**src/rtl/intra_edge_serializer.sv**
```systemverilog
// intra_edge_serializer: captures an upsampled edge and streams it out one sample per handshake.
// Optional INTRA_EDGE_SER_ERR_EN adds an err pulse and drops edges with out-of-range numPx.
module intra_edge_serializer #(
  parameter int PX_W = 30,
  parameter int MAX_PX = 8
) (
  input  logic                             clk,
  input  logic                             rst,
  input  logic                             in_valid,
  output logic                             in_ready,
  input  logic [(2*MAX_PX+1)*PX_W-1:0]     upsampled_array,
  input  logic [9:0]                       numPx,
  output logic [PX_W-1:0]                  out_data,
  output logic                             out_valid,
  input  logic                             out_ready,
  output logic [4:0]                       out_index,
  output logic                             out_last,
  output logic                             busy
`ifdef INTRA_EDGE_SER_ERR_EN
  ,
  output logic                             err
`endif
);
  localparam int DEPTH = 2*MAX_PX+1;
  typedef enum logic {IDLE, SEND} state_t;
  state_t state, next_state;
  logic [PX_W-1:0] mem [DEPTH];
  logic [10:0] count, n;
  logic [4:0] idx;
  logic accept, reject, last;
  assign accept = in_valid && in_ready;
  assign n = numPx == 10'd0 ? 11'd1 : numPx > 10'(MAX_PX) ? 11'(MAX_PX) : {1'b0, numPx};
  assign last = {6'd0, idx} == count - 11'd1;
`ifdef INTRA_EDGE_SER_ERR_EN
  assign reject = numPx == 10'd0 || numPx > 10'(MAX_PX);
  always_ff @(posedge clk)
    err <= rst ? 1'b0 : accept && reject;
`else
  assign reject = 1'b0;
`endif
  always_ff @(posedge clk)
    state <= rst ? IDLE : next_state;
  always_comb
    next_state = state == IDLE ? (accept && !reject ? SEND : IDLE)
                               : (out_ready && last ? IDLE : SEND);
  always_ff @(posedge clk)
    if (rst) begin
      idx <= 5'd0;
      count <= 11'd0;
    end else if (accept) begin
      idx <= 5'd0;
      count <= (n << 1) + 11'd1;
    end else if (out_valid && out_ready && !last)
      idx <= idx + 5'd1;
  // Buffer is left uncleared on reset; outputs are masked whenever nothing is valid.
  always_ff @(posedge clk)
    if (accept)
      for (int i = 0; i < DEPTH; i++)
        mem[i] <= upsampled_array[i*PX_W +: PX_W];
  always_comb begin
    in_ready = !rst && state == IDLE;
    out_valid = !rst && state == SEND;
    busy = out_valid;
    out_last = out_valid && last;
    out_index = out_valid ? idx : 5'd0;
    out_data = out_valid ? mem[idx] : '0;
  end
endmodule

```
**config.mk**
```make
export PLATFORM = sky130hd
export DESIGN_NAME = intra_edge_serializer
export DESIGN_NICKNAME = d
export VERILOG_FILES = /design/src/rtl/intra_edge_serializer.sv
export SDC_FILE = /design/constraint.sdc
export NUM_CORES = 1
export LEC_CHECK = 0
export ABC_CLOCK_PERIOD_IN_PS = 13900
export BUFFER_PORTS_ARGS = -buffer_cell sky130_fd_sc_hd__clkbuf_2
export CORE_ASPECT_RATIO = 0.5
export CORE_UTILIZATION = 52
export DETAILED_ROUTE_END_ITERATION = 16
export PLACE_DENSITY = 0.79
export SLEW_MARGIN = 20
export SYNTH_ARGS = -nofsm -noshare
export SYNTH_HDL_FRONTEND = slang
export SYNTH_SLANG_ARGS = --single-unit
```
**constraint.sdc**
```tcl
create_clock -name clk -period 13.9 [get_ports clk]
set_input_delay 0.695 -clock clk [delete_from_list [all_inputs] [get_ports clk]]
set_output_delay 0.695 -clock clk [all_outputs]
set_load 0.02 [all_outputs]
```
==> results list, run 1 <==
* Status: completed
- The initial utilization of the core area, before any placement, comes to 53.5%.
- Path type of the worst setup path: flop to output pin
- Number of setup violations in the final report: 0
* Floorplan Core Area: between 0.03 and 0.04 sq mm
- Internal power summed over all cells: ~2700 uW
- The share of total power dissipated in combinational logic is a little over 7%.
* Flop pwr share: ~56%
- # hold bufs at CTS: 0
- Share of the clock period used by the worst path: 33.1%
- The cell area that synthesis handed to floorplanning was 0.0203 sq mm.
- RSZ-0062 raised after global routing: no
- Most frequent cell after synthesis: sky130_fd_sc_hd__edfxtp_1
- The first TritonRoute pass finished after 5 iterations.
- In the final routed layout, each cell accounts on average for 26.4 um.
- Ratio of routed vias to standard cells: roughly 5.6
- The floorplan step set the die width to ~280 um.
- The root buffer cell chosen for the clock tree is sky130_fd_sc_hd__clkbuf_16.
- Counting every instance in the synthesized netlist gives between 800 and 900.
* Clock skew: 0.0177 ns
* Mapped Nets: ~1400
* Async set-or-reset flop fraction in the synthesized netlist: 0%
- Weighted congestion reported at the end of routability-driven placement: ~0.96
- The number of hold violations in the final report came to 0.
- For the pin with the worst max-slew slack, the measured transition is between 1 and 1.5 ns.
- Die area: 0.0399 sq mm
* Number of DRC violations after detailed-routing iteration 0: about 1000
- The via count of the first global-routing pass was around 12000.
- Clock-pin transition on the worst setup and hold timing paths: ~0.070 ns
- The synthesized design contains between 500 and 600 register bits.
- The first global-routing pass estimated around 75000 um of wire.
- Net switching is 21.3% of the power.
* Clock sink count: 532
* Highest ir drop seen on vdd: 0.000102 V
- Area share of the leading cell type in the synthesized netlist: between 70% and 80%
* Sequential element share of the synthesized area: a little under 80%
* Library cell occupying the most area in the post-synthesis netlist: sky130_fd_sc_hd__edfxtp_1
- Summed over all layers, the routed wires come to around 53000 um.
- Share of layout cells above drive strength 1: 53.8%
- Via count: about 11000
* Synth area leaders: sky130_fd_sc_hd__edfxtp_1 (75%), sky130_fd_sc_hd__mux4_2 (17%), sky130_fd_sc_hd__dfxtp_1 (2.2%)
- GRT Residual Overflow: 0
* Total setup buffers inserted after CTS: 0
- Summing internal, switching and leakage power gives roughly 3400 uW.
- Commonest cells in the netlist: sky130_fd_sc_hd__edfxtp_1 (510), sky130_fd_sc_hd__mux4_2 (150), sky130_fd_sc_hd__nor2_1 (36), sky130_fd_sc_hd__mux2i_1 (34), sky130_fd_sc_hd__clkbuf_1 (24)
- The worst setup path is captured at an output pin.
- Fmax: ~220 MHz
* Synth warnings: 0
- Maximum number of pins on one net before global-route repair: roughly 110
- Chip height: 142 um
* Post-route DRC: 0
* H-tree levels: 2
* Initial antenna violation count: 20
- Leak pwr: between 0.009 and 0.01 uW
* Mean area per synthesized cell: between 20 and 25 sq um
- Once detail routing completed, the nets flagged for antenna violations numbered 0.
- Summed over all nets, the half-perimeter wirelength after detailed placement is about 38000 um.
- Data arrival time of the critical path: around 4 ns
- The clock network is responsible for about 37% of the overall power.
- CTS buffer count: 46
* Critical Path Source Type: flop
* Max Buffers Root-to-Sink: 3
- For the worst setup path, the data required time is approximately 13 ns.
- Max-slew violations: 0
* Minimum clock period: 4.59 ns
- Gates resized during post-CTS repair numbered 0.
- Pin placement for this block handled ~560 I/O pins.
- Count of different cell masters after synthesis: 34
- Source-to-sink clock delay at the later pin of the worst-skew pair: ~0.58 ns
* Cell Pwr Density: ~130 mW/mm^2
- Class of the worst hold path: input pin to flop
- Most frequently used flop master after synthesis: sky130_fd_sc_hd__edfxtp_1
* Site row count: 50
- Of all nets on the critical path, the largest fanout is 46.
- The worst pin sits at a relative slew slack of between 20% and 30%.
- Relative to the synthesized area, the layout overhead comes to 24.1%.
- Clock tree from TritonCTS: built
- For this design the total switching power over the nets is approximately 720 uW.
- Maximum capacitance violations: 0
* Tot GR Track Use: a little over a quarter
- For the final routed database, the setup TNS stands at 0 ns.
* Count of input and output buffers: ~560
- Number of flops mapped to enable cells by yosys: 510
- The net count of the finished layout is 1973.
## path summary, 6_finish.rpt
path	from	to	slack [ns]	depth (start not counted)
worst min register to register	count[10]$_SDFFE_PP0P_	count[10]$_SDFFE_PP0P_	0.48	1
worst max-delay path	flop	out_data[10]	9.31	6
worst min-delay path	upsampled_array[176]	mem[5][26]$_DFFE_PP_	0.29	1
worst max register to register	state$_SDFF_PP0_	mem[5][22]$_DFFE_PP_	10.28	5
## power by group through the flow
| stage | logic, uW | clock network (uW) | registers [uW] |
|---|---|---|---|
| after global placement | 233 | 0 | 1910 |
| after floorplan | 135 | 0 | 1930 |
| after detailed placement | 241 | 0 | 1910 |
| after CTS | 243 | 1280 | 1870 |
| after global routing | 260 | 1340 | 1880 |
| final | 242 | 1260 | 1870 |
## cell usage in the layout, fill, tap and decap left out, types with 4 or more instances in the layout
master	synthesis	layout
sky130_fd_sc_hd__clkbuf_2	0	562
sky130_fd_sc_hd__edfxtp_1	510	510
sky130_fd_sc_hd__mux4_2	150	150
sky130_fd_sc_hd__clkbuf_16	0	47
sky130_fd_sc_hd__nor2_1	36	36
sky130_fd_sc_hd__mux2i_1	34	34
sky130_fd_sc_hd__diode_2	0	19
sky130_fd_sc_hd__dfxtp_1	22	17
sky130_fd_sc_hd__clkbuf_1	24	14
sky130_fd_sc_hd__and2_1	12	12
sky130_fd_sc_hd__clkinv_2	0	9
sky130_fd_sc_hd__buf_4	1	9
sky130_fd_sc_hd__nand2_1	8	8
sky130_fd_sc_hd__xnor2_1	7	7
sky130_fd_sc_hd__inv_1	7	6
sky130_fd_sc_hd__o31ai_1	6	6
sky130_fd_sc_hd__clkinv_1	0	6
sky130_fd_sc_hd__nor3_1	5	5
sky130_fd_sc_hd__o21ai_0	4	4
## critical path, cell delays in order, from the launching register on
cell                       delay (ns)
sky130_fd_sc_hd__dfxtp_4         0.96
sky130_fd_sc_hd__buf_4           0.74
sky130_fd_sc_hd__mux4_2          0.69
sky130_fd_sc_hd__mux4_2          0.51
sky130_fd_sc_hd__mux2i_1         0.15
sky130_fd_sc_hd__nor2_1          0.06
sky130_fd_sc_hd__clkbuf_2        0.20
## sequential cells by signal (all words and copies together), names as in the netlist, named ones only
signal / count
mem: 510
count: 11
idx: 5
state: 1
## metal layers
| layer | part of all wire, % | GRT usage, % | wire length [um] |
|---|---|---|---|
| met5 | 0 | 0 | 0 |
| met4 | 3.5 | 12.5 | 1840 |
| met3 | 7.2 | 5.24 | 3870 |
| met2 | 53 | 44.1 | 28300 |
| met1 | 36 | 33.8 | 19400 |
## stage by stage
| step | cells | utilization (%) | hold slack, ns | area (sq um) | setup WS (ns) |
|---|---|---|---|---|---|
| 6_report | 2022 | 66.4 | 0.288 | 25200 | 9.31 |
| 3_5_place_dp | 1919 | 62.4 | 0.471 | 23700 | 9.75 |
| 5_1_grt | 2021 | 66.4 | 0.261 | 25200 | 8.98 |
| 4_1_cts | 2003 | 66.2 | 0.267 | 25100 | 9.15 |
| 3_3_place_gp | 1919 | 62.4 | 0.446 | 23700 | 9.83 |
| 2_1_floorplan | 869 | - | 0.430 | 20300 | 1.34 |
## cell type report
class,count,area [sq um]
fill,2570,12700
clock inverter,22,201
tap,520,651
antenna,19,47.5
sequential,532,15800
multi-input combinational,288,4340
timing repair buffer,572,2890
inverter,7,33.8
clock buffer,62,1240
## kinds of logic after synthesis
logic type | synth area share (%)
AOI/OAI and AO/OA | 0.709
xor gates and xnor gates | 0.389
adders and majority gates | 0.123
buffers and inverters | 1.02
DFF | 77.6
muxes | 18.3
and+or+nand+nor | 1.78
Power figures use the tool's default switching activity.
==> inputs of run 2 (changes only) <==
--- a/config.mk
+++ b/config.mk
@@ -5,12 +5,12 @@
 export SDC_FILE = /design/constraint.sdc
 export NUM_CORES = 1
 export LEC_CHECK = 0
-export ABC_CLOCK_PERIOD_IN_PS = 13900
+export ABC_CLOCK_PERIOD_IN_PS = 4100
 export BUFFER_PORTS_ARGS = -buffer_cell sky130_fd_sc_hd__clkbuf_2
 export CORE_ASPECT_RATIO = 0.5
-export CORE_UTILIZATION = 52
+export CORE_UTILIZATION = 47
 export DETAILED_ROUTE_END_ITERATION = 16
-export PLACE_DENSITY = 0.79
+export PLACE_DENSITY = 0.76
 export SLEW_MARGIN = 20
 export SYNTH_ARGS = -nofsm -noshare
 export SYNTH_HDL_FRONTEND = slang
==> constraint.sdc (replaced) <==
create_clock -name clk -period 4.1 [get_ports clk]
set_input_delay 0.205 -clock clk [delete_from_list [all_inputs] [get_ports clk]]
set_output_delay 0.205 -clock clk [all_outputs]
set_load 0.02 [all_outputs]
==> results list, run 2 <==
- Total standard cell area after synthesis: approximately 0.020 sq mm
* Total setup buffers inserted after CTS: 0
* H-tree levels: 2
- During I/O placement, the number of pins put on the boundary was approximately 560.
- Summed over all instances, the cell type with the most area after synthesis is sky130_fd_sc_hd__edfxtp_1.
* Count of input and output buffers: about 560
* Commonest cells in the netlist: sky130_fd_sc_hd__edfxtp_1 (510), sky130_fd_sc_hd__mux4_2 (150), sky130_fd_sc_hd__nor2_1 (36), sky130_fd_sc_hd__mux2i_1 (34), sky130_fd_sc_hd__clkbuf_1 (24)
- Routability-driven placement finished with a final weighted congestion of 0.965.
- Status: aborted with a tool error
* Site row count: 53
- By instance count, the leading cell after synthesis is sky130_fd_sc_hd__edfxtp_1.
- Chip height: approximately 150 um
* Number of gates given a new drive strength after cts: 0
- Error that ended the run: [ERROR RSZ-0060] Max buffer count reached.
- The initial utilization of the core area, before any placement, comes to a little under 50%.
- CTS buffer count: 47
- Counting every sink on the clock net gives approximately 530.
- HPWL after DPL: approximately 39000 um
* CTS Root Cell: sky130_fd_sc_hd__clkbuf_16
* Register bit count reported by yosys: 532
- Sequential elements use 77.6% of the synthesized area.
- The share of synthesized area in the top cell type comes to 75.5%.
* Most frequently used flop master after synthesis: sky130_fd_sc_hd__edfxtp_1
* Cells after Synth: around 870
* # hold bufs at CTS: 414
- The synthesized design contains 510 enable-type register cells.
- Die boundary width: between 200 and 300 um
- The netlist uses 34 different library cells.
- By area the synthesized netlist is led by sky130_fd_sc_hd__edfxtp_1 (75%), sky130_fd_sc_hd__mux4_2 (17%), sky130_fd_sc_hd__dfxtp_1 (2.2%).
- Async set-or-reset flop fraction in the synthesized netlist: 0%
- Averaged over all synthesized cells, the footprint is roughly 23 sq um.
- Counting every net in the synthesized netlist gives between 1000 and 1500.
- Synth warnings: 0
- Failing step: 4_1_cts
* Max Buffers Root-to-Sink: 3
## run 2: cell families after synthesis
kind of cell	Yosys count	share of synthesized area [%]
muxes	184	18.3
and+or+nand+nor	74	1.78
DFF	532	77.6
AOI/OAI and AO/OA	19	0.709
buffers and inverters	49	1.02
xor gates and xnor gates	9	0.389
adders and majority gates	2	0.123
## run 2: stage by stage
step	hold slack, ns	instance area, sq um	utilization (%)	instances	setup WS, ns
after floorplan	0.282	20300	-	869	-4.45
after global placement	0.382	23900	56.6	1982	1.17
after detailed placement	0.384	23900	56.6	1982	1.14
==> inputs of run 3 (changes only) <==
--- a/config.mk
+++ b/config.mk
@@ -5,12 +5,11 @@
 export SDC_FILE = /design/constraint.sdc
 export NUM_CORES = 1
 export LEC_CHECK = 0
-export ABC_CLOCK_PERIOD_IN_PS = 4100
+export ABC_CLOCK_PERIOD_IN_PS = 5300
 export BUFFER_PORTS_ARGS = -buffer_cell sky130_fd_sc_hd__clkbuf_2
-export CORE_ASPECT_RATIO = 0.5
-export CORE_UTILIZATION = 47
+export CORE_UTILIZATION = 40
 export DETAILED_ROUTE_END_ITERATION = 16
-export PLACE_DENSITY = 0.76
+export PLACE_DENSITY_LB_ADDON = 0.15
 export SLEW_MARGIN = 20
 export SYNTH_ARGS = -nofsm -noshare
 export SYNTH_HDL_FRONTEND = slang
==> constraint.sdc (replaced) <==
create_clock -name clk -period 5.3 [get_ports clk]
set_input_delay 0.265 -clock clk [delete_from_list [all_inputs] [get_ports clk]]
set_output_delay 0.265 -clock clk [all_outputs]
set_load 0.02 [all_outputs]
==> results list, run 3 <==
- In this run the count of I/O pins placed on the die edge is ~560.
* Chip height: around 230 um
- After Yosys synthesis, full adders, half adders and majority gates account for less than 1% of the synthesized area.
- Most frequently used flop master after synthesis: sky130_fd_sc_hd__edfxtp_1
* # hold bufs at CTS: ~440
- Multiplexer fraction of the synthesized cell area: between 10% and 20%
* Cells after Synth: roughly 870
- In this run the post-CTS setup repair buffer count came out at 0.
- The congestion estimate from routability-driven global placement came to between 0.8 and 0.9.
* Synth warnings: 0
* Max Buffers Root-to-Sink: 3
- Clock sink count: between 500 and 600
- Site row count: 82
* Most frequent cell after synthesis: sky130_fd_sc_hd__edfxtp_1
- Simple-gate share of the synthesized area: roughly 1.8%
- A synthesized cell averages 23.3 sq um.
- Error that ended the run: [ERROR RSZ-0060] Max buffer count reached.
- Area share of the leading cell type in the synthesized netlist: approximately 75%
- Number of gates given a new drive strength after cts: 0
* HPWL after DPL: 37800 um
* Status: aborted with a tool error
- In this run the cell area of the synthesized design comes to roughly 0.020 sq mm.
* CTS buffer count: 56
- Number of flops mapped to enable cells by yosys: 510
- Register bit count reported by yosys: 532
- After Yosys synthesis, XOR and XNOR cells account for less than 1% of the synthesized area.
- Library cell occupying the most area in the post-synthesis netlist: sky130_fd_sc_hd__edfxtp_1
* Combinational family with the most area after synthesis: multiplexers
* Failing step: 4_1_cts
* Count of input and output buffers: about 560
* Commonest cells in the netlist: sky130_fd_sc_hd__edfxtp_1 (510), sky130_fd_sc_hd__mux4_2 (150), sky130_fd_sc_hd__nor2_1 (36), sky130_fd_sc_hd__mux2i_1 (34), sky130_fd_sc_hd__clkbuf_1 (24)
* Compound-Gate Fraction of Synth Area: 0.709%
- Sequential element share of the synthesized area: 77.6%
- Of all flip-flops after synthesis, the portion carrying an async set or reset was 0%.
* Mapped Nets: between 1000 and 1500
- Synth area leaders: sky130_fd_sc_hd__edfxtp_1 (75%), sky130_fd_sc_hd__mux4_2 (17%), sky130_fd_sc_hd__dfxtp_1 (2.2%)
- The H-tree was split into 2 levels.
- Die boundary width: approximately 230 um
* CTS Root Cell: sky130_fd_sc_hd__clkbuf_16
- Count of different cell masters after synthesis: 34
- Effective utilization at floorplan: approximately two fifths
## run 3: cell counts after synthesis
No cell type changed its count.
## run 3: through the flow
step	setup slack, ns	std cells	setup TNS, ns	instance area [sq um]	hold slack [ns]
2_1_floorplan	-3.25	869	-1718.13	20300	0.342
3_3_place_gp	2.20	2074	0	24000	0.442
3_5_place_dp	2.19	2074	0	24000	0.444
## run 3: cell families after synthesis
logic type	after synthesis
buf+inv	49
xor+xnor	9
mux	184
flops	532
compound gates	19
simple gates	74
fa+ha+maj	2
